==> src/rtl/i_sram_pkg.sv <==
// Shared constants and loader state encoding for the I SRAM write path.
package i_sram_pkg;
  localparam int IMEM_WORD_W    = 48;
  localparam int IMEM_WORDS_ROW = 5;
  localparam int IMEM_ROW_W     = IMEM_WORD_W * IMEM_WORDS_ROW;
  localparam int IMEM_ADDR_W    = 8;

  typedef enum logic [1:0] {IDLE, LOAD, DONE} ld_state_e;
endpackage

==> src/rtl/i_sram_loader_row_packer.sv <==
// Packs NUM_LANES stream words into one row, lane 0 in the LSBs.
module row_packer
  import i_sram_pkg::*;
#(
  parameter int NUM_LANES = IMEM_WORDS_ROW,
  parameter int VEC_W     = IMEM_WORD_W
) (
  input  logic                       clock,
  input  logic                       reset,
  input  logic                       i_beat,
  input  logic [VEC_W-1:0]           i_data,
  output logic                       o_row_full_pulse,
  output logic [NUM_LANES*VEC_W-1:0] o_row
);
  localparam int IDX_W = $clog2(NUM_LANES);
  localparam logic [IDX_W-1:0] LAST = IDX_W'(NUM_LANES - 1);

  logic [NUM_LANES-1:0][VEC_W-1:0] r_row;
  logic [NUM_LANES-1:0][VEC_W-1:0] w_row;
  logic [IDX_W-1:0]                r_word_idx;

  // w_row already carries the incoming beat so the last word lands in the
  // row handed to the write register on the same edge.
  for (genvar g = 0; g < NUM_LANES; g++) begin : g_lane
    assign w_row[g] = (i_beat && r_word_idx == IDX_W'(g)) ? i_data : r_row[g];
  end

  always_ff @(posedge clock or negedge reset) begin
    if (!reset) begin
      r_row      <= '0;
      r_word_idx <= '0;
    end else if (i_beat) begin
      r_row      <= w_row;
      r_word_idx <= (r_word_idx == LAST) ? '0 : r_word_idx + 1'b1;
    end
  end

  assign o_row_full_pulse = i_beat && (r_word_idx == LAST);
  assign o_row            = w_row;
endmodule

==> src/rtl/i_sram_loader.sv <==
// I SRAM write front end: packs 48-bit stream words into 240-bit rows and
// issues one write per complete row from a programmed base address.
module i_sram_loader
  import i_sram_pkg::*;
#(
  parameter int WORD_W    = IMEM_WORD_W,
  parameter int WORDS_ROW = IMEM_WORDS_ROW,
  parameter int ADDR_W    = IMEM_ADDR_W
) (
  input  logic                        clock,
  input  logic                        reset,
  input  logic                        start,
  input  logic [ADDR_W-1:0]           base_addr,
  input  logic [ADDR_W:0]             row_count,
  input  logic                        s_valid,
  input  logic [WORD_W-1:0]           s_data,
  output logic                        s_ready,
  output logic                        iMem_WEPin,
  output logic [ADDR_W-1:0]           iMem_WEAddress,
  output logic [WORD_W*WORDS_ROW-1:0] idataWrite,
  output logic                        busy,
  output logic                        done
);
  ld_state_e                   r_state, w_state_nxt;
  logic [ADDR_W-1:0]           r_addr;
  logic [ADDR_W:0]             r_rows_left;
  logic                        r_we;
  logic [ADDR_W-1:0]           r_waddr;
  logic [WORD_W*WORDS_ROW-1:0] r_wdata;
  logic                        w_beat, w_full, w_accept;
  logic [WORD_W*WORDS_ROW-1:0] w_row;

  assign s_ready  = (r_state == LOAD);
  assign w_beat   = s_valid && s_ready;
  assign w_accept = start && (r_state == IDLE || r_state == DONE);

  row_packer #(.NUM_LANES(WORDS_ROW), .VEC_W(WORD_W)) u_packer (
    .clock            (clock),
    .reset            (reset),
    .i_beat           (w_beat),
    .i_data           (s_data),
    .o_row_full_pulse (w_full),
    .o_row            (w_row)
  );

  always_comb begin
    w_state_nxt = r_state;
    unique case (r_state)
      IDLE, DONE: if (w_accept) w_state_nxt = (row_count == '0) ? DONE : LOAD;
      LOAD:       if (w_full && r_rows_left == (ADDR_W+1)'(1)) w_state_nxt = DONE;
      default:    w_state_nxt = IDLE;
    endcase
  end

  always_ff @(posedge clock or negedge reset) begin
    if (!reset) begin
      r_state     <= IDLE;
      r_addr      <= '0;
      r_rows_left <= '0;
      r_we        <= 1'b0;
      r_waddr     <= '0;
      r_wdata     <= '0;
    end else begin
      r_state <= w_state_nxt;
      r_we    <= w_full;
      if (w_accept) begin
        r_addr      <= base_addr;
        r_rows_left <= row_count;
      end
      // Write register is separate from the packer, so the next row's beats
      // keep flowing during the write cycle. Address wraps naturally.
      if (w_full) begin
        r_waddr     <= r_addr;
        r_wdata     <= w_row;
        r_addr      <= r_addr + 1'b1;
        r_rows_left <= r_rows_left - 1'b1;
      end
    end
  end

  assign iMem_WEPin     = r_we;
  assign iMem_WEAddress = r_waddr;
  assign idataWrite     = r_wdata;
  assign busy           = (r_state == LOAD);
  assign done           = (r_state == DONE);
endmodule

==> config.mk <==
export PLATFORM = sky130hd
export DESIGN_NAME = i_sram_loader
export DESIGN_NICKNAME = d
export VERILOG_FILES = /design/src/rtl/i_sram_pkg.sv /design/src/rtl/i_sram_loader_row_packer.sv /design/src/rtl/i_sram_loader.sv
export SDC_FILE = /design/constraint.sdc
export NUM_CORES = 1
export LEC_CHECK = 0
export ABC_AREA = 1
export ABC_CLOCK_PERIOD_IN_PS = 2200
export CAP_MARGIN = 20
export CORE_ASPECT_RATIO = 1.2
export CORE_UTILIZATION = 52
export DETAILED_ROUTE_END_ITERATION = 10
export PLACE_DENSITY = 0.79
export SYNTH_ARGS = -nofsm -noshare
export SYNTH_HDL_FRONTEND = slang
export SYNTH_SLANG_ARGS = --single-unit
==> constraint.sdc <==
create_clock -name clock -period 2.2 [get_ports clock]
set_input_delay 0.44 -clock clock [delete_from_list [all_inputs] [get_ports clock]]
set_output_delay 0.44 -clock clock [all_outputs]
set_load 0.02 [all_outputs]
==> flow_summary.ini, run 1 <==
[setup_path]
path_buf_inv = 1
slowest_stage = clkdlybuf4s50_1
slowest_delay_ns = 0.70
crit_chain = clkdlybuf4s50_1
required_ns = 1.76
crit_family = buffers and inverters
crit_fanout = 2
critPathLaunchType = register
cp.arrival_ns = 1.61
crit_path_end_kind = output port
path_class = register to output port

[global_routing]
met3_usage_pct = 5.15
grt_max_degree = 108
overflow = 0
met1_usage_pct = 35.5
busiest_layer = met2
grt_first_pass_wirelength_microns = 78100
grt_usage_pct = 28.3
gr-usage-met2_pct = 47.4
antenna_found_initial = 0
grt_pass1_vias = 14957

[cts]
clk_latency_ns = 0.54
root_buffer = clkbuf_16
clockBufferDepth = 3
htreeDepth = 2
clk_pin_slew_ns = 0.06
clkSinkCount = 463
cts_tree = built
cts_buffers = 44

[yosys]
synth.area.top_cells = dfrtp_1 64%, nand2_1 13%, o21ai_0 5.7%
muxShareOfSynthArea_pct = 0
synth_top_family_by_area = simple AND/OR/NAND/NOR gates
syn_area_sq_um = 18100
synth_top_cell_by_area = dfrtp_1
ys.flop_type = dfrtp_1
seq_area_frac_synth_pct = 64.0
yosys.area.top_type_share_pct = 64.0
ys_ff_latch = 463
syn_avg_cell_area_sq_um = 9.36
synth-simple-area-share_pct = 17.3
synth_cell_types = 29
syn-instance-count = 1936
yosysMostFrequentCell = nand2_1
ys_async_sr_fraction_pct = 100
synthAdderAreaFrac_pct = 0.553
synth_compound_area_share_pct = 12.4
synth-edff-count = 0
synth_top_cells_by_count = 617 x nand2_1, 463 x dfrtp_1, 206 x o21ai_0
syn-num-nets = 2013
yosys_warnings = 0
synth_xor_area_share_pct = 0.193

[sta]
min_period_over_period_pct = 93.1
maxSlewViolCount = 0
rsz0062_at_grt = no
skew_ns = 0.0181
fin_crit_ns = 2.05
setup_tns_ns = 0
hold_viol_final = 0
setup_ws_ns = 0.152
max_freq_mhz = 488
worst_pin_slew_ns = 0.595
finalSetupViolations = 0
max_slew_margin_pct = 60.3

[detailed_routing]
viasPerCell = 5.50
wl_microns = 49600
vias = 15045
wire_per_inst_microns = 18.1
ant_nets = 0
drt_pass1_iterations = 5
first_iter_violations = 1207
drc_errors = 0

[cells_and_area]
drive_above_1_share_pct = 6.19
syn2layout_area_growth_pct = 30.4
antenna_cells = 0
nNetsFinal = 2320

[run]
maxCapViolCount = 0

[power]
p_leak_uw = 0.0113
powerDensity_nw_per_um2 = 1600
irDropWorstVdd_v = 0.000979

[floorplan]
pin_count = 321
die_x_microns = 172
dieArea_sq_um = 35600
rows = 74
core_sq_um = 34200
start_util_pct = 53.0
die_y_microns = 206

[placed_design]
dp_hpwl_microns = 32400
dp_slack_ns = 0.0150
place_congestion = 0.804
port_buffers = 320

[worst_hold_path]
hold_path_class = input pin to async pin

[run_status]
status = complete, no violations
==> stage by stage <==
step	instance area (sq um)	instances	hold WS [ns]	power (uW)	utilization (%)
after floorplan	18100	1936	0.144	22400	-
after global placement	22100	2652	0.268	29300	64.7
after detailed placement	22100	2652	0.265	30000	64.7
after CTS	23600	2733	0.305	38000	69.1
after global routing	23600	2733	0.317	40000	69.1
final	23600	2733	0.319	37900	69.1
==> cell families (layout without fill, tap and decap cells) <==
| kind of cell | Yosys count | count (layout) |
|---|---|---|
| and+or+nand+nor | 815 | 815 |
| adders and majority gates | 8 | 8 |
| DFF | 463 | 463 |
| AOI/OAI and AO/OA | 411 | 411 |
| buffers and inverters | 235 | 576 |
| xor gates and xnor gates | 4 | 4 |
==> power by group <==
group / switching [uW] / internal, uW
combinational: 8990 / 6450
sequential: 2090 / 12500
clock: 3130 / 4690
==> cell usage in the layout, fill, tap and decap left out, types with 2 or more instances in the layout <==
cell type and n:
a21oi_1 6, a31oi_1 144, buf_12 24, buf_4 33, bufinv_16 3, clkbuf_1 12, clkbuf_16 45, clkbuf_8 17
clkdlybuf4s50_1 316, dfrtp_1 463, dlygate4sd2_1 2, ha_1 8, inv_1 116, inv_2 2, nand2_1 614, nand2_2 3
nand2_4 2, nand3_1 18, nand4_1 2, nor2_1 166, nor2_4 4, nor3_1 2, o211ai_1 3, o21ai_0 206
o21ai_1 47, o22ai_1 2, or2_2 2, xor2_1 3
==> flip-flops by register name (all words and copies together) (netlist names) <==
register / count
r_rows_left: 9
iMem_WEPin: 1
r_addr: 8
iMem_WEAddress: 8
idataWrite: 240
r_state: 2
u_packer.r_word_idx: 3
u_packer.r_row: 192
==> final timing paths <==
| kind | start | endpoint | slack (ns) | cells past startpoint |
|---|---|---|---|---|
| setup / recovery | idataWrite[171] | idataWrite[171] | 0.15 | 1 |
| hold / removal | reset | idataWrite[35] | 0.32 | 2 |
| setup reg to reg | u_packer.r_word_idx[0] | idataWrite[112] | 0.19 | 8 |
| hold reg to reg | idataWrite[219] | idataWrite[219] | 0.47 | 2 |
| max in group asynchronous | reset | idataWrite[211] | 0.97 | 4 |
| min in group clock | idataWrite[219] | idataWrite[219] | 0.47 | 2 |
==> area by class of cell <==
type	instances	area (sq um)
Clock buffer	74	1410
Sequential cell	463	11600
Inverter	118	443
Tap cell	456	571
Clock inverter	6	111
Fill cell	2456	10600
Multi-Input combinational cell	1238	5550
Timing Repair Buffer	378	3950
==> layer usage <==
layer | wire length [microns] | up-vias
met3 | 3180 | 125
met2 | 24600 | 591
met1 | 19400 | 7459
met4 | 2350 | 0
li1 | - | 6870
met5 | 0 | -
==> timing repair <==
item                                    in CTS  in global routing
setup buffers                                0                  0
resized for setup                            2                  1
endpoints found under the setup margin       2                  1
gates cloned                                 0                  0
hold buffers                                 1                  0
endpoints found under the hold margin       48                  0
Note: power is estimated with default switching activity, not from simulation.
==> run 2: changes to the inputs <==
- ABC_CLOCK_PERIOD_IN_PS: 2200 -> 1650
- CAP_MARGIN: 20 -> default
- CORE_UTILIZATION: 52 -> 47
- PLACE_DENSITY: 0.79 -> 0.75
- clock period: 2.2 -> 1.65 ns (I/O delays scaled with it)
==> run 2 against run 1 <==
The run now ends with negative setup slack left. Worst setup slack got worse by 0.41 ns. Via count rose by 13%. Non-clock buffer count rose by 155. Power rose by 48%. Critical path depth rose by 11. Register-to-register slack got worse by 0.44 ns.
==> flow_summary.ini, run 2 (synthesized netlist as in run 1, its figures left out) <==
[detailed_routing]
vias = 17075
wl_microns = 69900
drc_errors = 0
ant_nets = 0
first_iter_violations = 1365
viasPerCell = 5.86
drt_pass1_iterations = 7
wire_per_inst_microns = 24.0

[power]
powerDensity_nw_per_um2 = 1950
irDropWorstVdd_v = 0.00126
p_leak_uw = 0.0144

[run]
maxCapViolCount = 0

[cells_and_area]
drive_above_1_share_pct = 26.9
fillCellCount = 2282
finalCoreUtilization_pct = 76.0
antenna_cells = 0
syn2layout_area_growth_pct = 58.8
layout_common_cells = 462 x dfrtp_1, 423 x nand2_1, 234 x dlygate4sd2_1
final_common_cell = dfrtp_1
final_cell_count_no_fill = 2915
nNetsFinal = 2479
largest_reg_flops = 240

[setup_path]
required_ns = 2.12
cp.arrival_ns = 2.37
slowest_delay_ns = 0.39
slowest_stage = dfrtp_1
critPathLaunchType = register
path_class = register to register
cp_common_cell = buf_12
crit_fanout = 6
crit_path_end_kind = register
reg2reg_slack_ns = -0.25
crit_chain = inv_2, buf_6, nand3_4, buf_6, buf_12, nor2_4, buf_12, buf_12, buf_12, buf_16, nand2_4, a31oi_1

[sta]
skew_ns = 0.0226
max_slew_margin_pct = 49.3
rsz0062_at_grt = yes
hold_viol_final = 0
max_freq_mhz = 525
whs_ns = 0.280
min_period_over_period_pct = 115
worst_pin_slew_ns = 0.759
maxSlewViolCount = 0
fin_crit_ns = 1.90
finalSetupViolations = 359
setup_ws_ns = -0.254
setup_tns_ns = -28.68

[floorplan]
rows = 78
dieArea_sq_um = 39300
core_sq_um = 37900
pin_count = 321
die_x_microns = 181
start_util_pct = 47.8
die_y_microns = 217

[global_routing]
met1_usage_pct = 38.0
grt_pass1_vias = 16580
gr-usage-met2_pct = 51.7
grt_first_pass_wirelength_microns = 92700
grt_usage_pct = 30.5
met3_usage_pct = 5.96
overflow = 0
antenna_found_initial = 0
busiest_layer = met2
grt_max_degree = 65

[cts]
clkSinkCount = 463
root_buffer = clkbuf_16
clk_pin_slew_ns = 0.06
htreeDepth = 2
clk_latency_ns = 0.57
clockBufferDepth = 3
cts_buffers = 46
cts_tree = built

[placed_design]
dp_cells = 2710
port_buffers = 320
dp_hpwl_microns = 33300
place_congestion = 0.827

[run_status]
failed_checks = negative setup slack
status = finished, violations left

[worst_hold_path]
hold_path_class = input pin to async pin
-- run 2: metrics by stage --
step                total power, uW  cell area [sq um]  setup slack, ns
finish                        56100              28800           -0.254
global route                  58600              28800           -0.315
CTS                           51300              26400           -0.172
detailed placement            40300              22500           -0.432
global placement              39500              22500           -0.368
floorplan                     29800              18100           0.0252
-- run 2: worst max-delay path: cells and delay by family (launching register included) --
family / cells / cell delay [ns]
compound gates: 1 / 0.21
buf+inv: 8 / 0.97
flops: 1 / 0.39
simple gates: 3 / 0.25
-- run 2: area by class of cell --
cell class | instances | area [sq um] | area share [%]
Clock buffer | 69 | 1380 | 4.79
Timing Repair Buffer | 533 | 6570 | 22.8
Multi-Input combinational cell | 1240 | 8020 | 27.9
Sequential cell | 463 | 11600 | 40.3
Clock inverter | 12 | 174 | 0.604
Inverter | 118 | 450 | 1.57
Tap cell | 480 | 601 | 2.09
-- run 2: power breakdown --
part	switching (uW)	internal, uW	total (uW)
Sequential	3410	16700	20100
Clock	4470	6390	10900
Combinational	15400	9760	25100
Total	23300	32900	56100
-- run 2: path summary, 6_finish.rpt --
| check | startpoint | end | cells past startpoint |
|---|---|---|---|
| worst min-delay path | reset | u_packer.r_row[80] | 2 |
| min in group clock | base_addr[2] | r_addr[2] | 3 |
| worst max register to register | r_state[1] | idataWrite[45] | 12 |
| worst max-delay path | r_state[1] | idataWrite[45] | 12 |
| worst min register to register | idataWrite[197] | idataWrite[197] | 2 |
| max in group asynchronous | reset | u_packer.r_row[164] | 3 |
-- run 2: routing by layer --
| metal | part of all wire, % | wire (microns) |
|---|---|---|
| met5 | 0 | 0 |
| met4 | 6.9 | 4790 |
| met3 | 8.4 | 5890 |
| met2 | 49 | 34000 |
| met1 | 36 | 25200 |
-- run 2: timing repair --
item | CTS | global route
pin swaps | 128 | 123
setup buffers | 53 | 22
gates cloned | 39 | 36
hold buffers | 1 | 0
setup endpoints to repair | 471 | 494
hold endpoints to repair | 31 | 0
resized for setup | 644 | 502
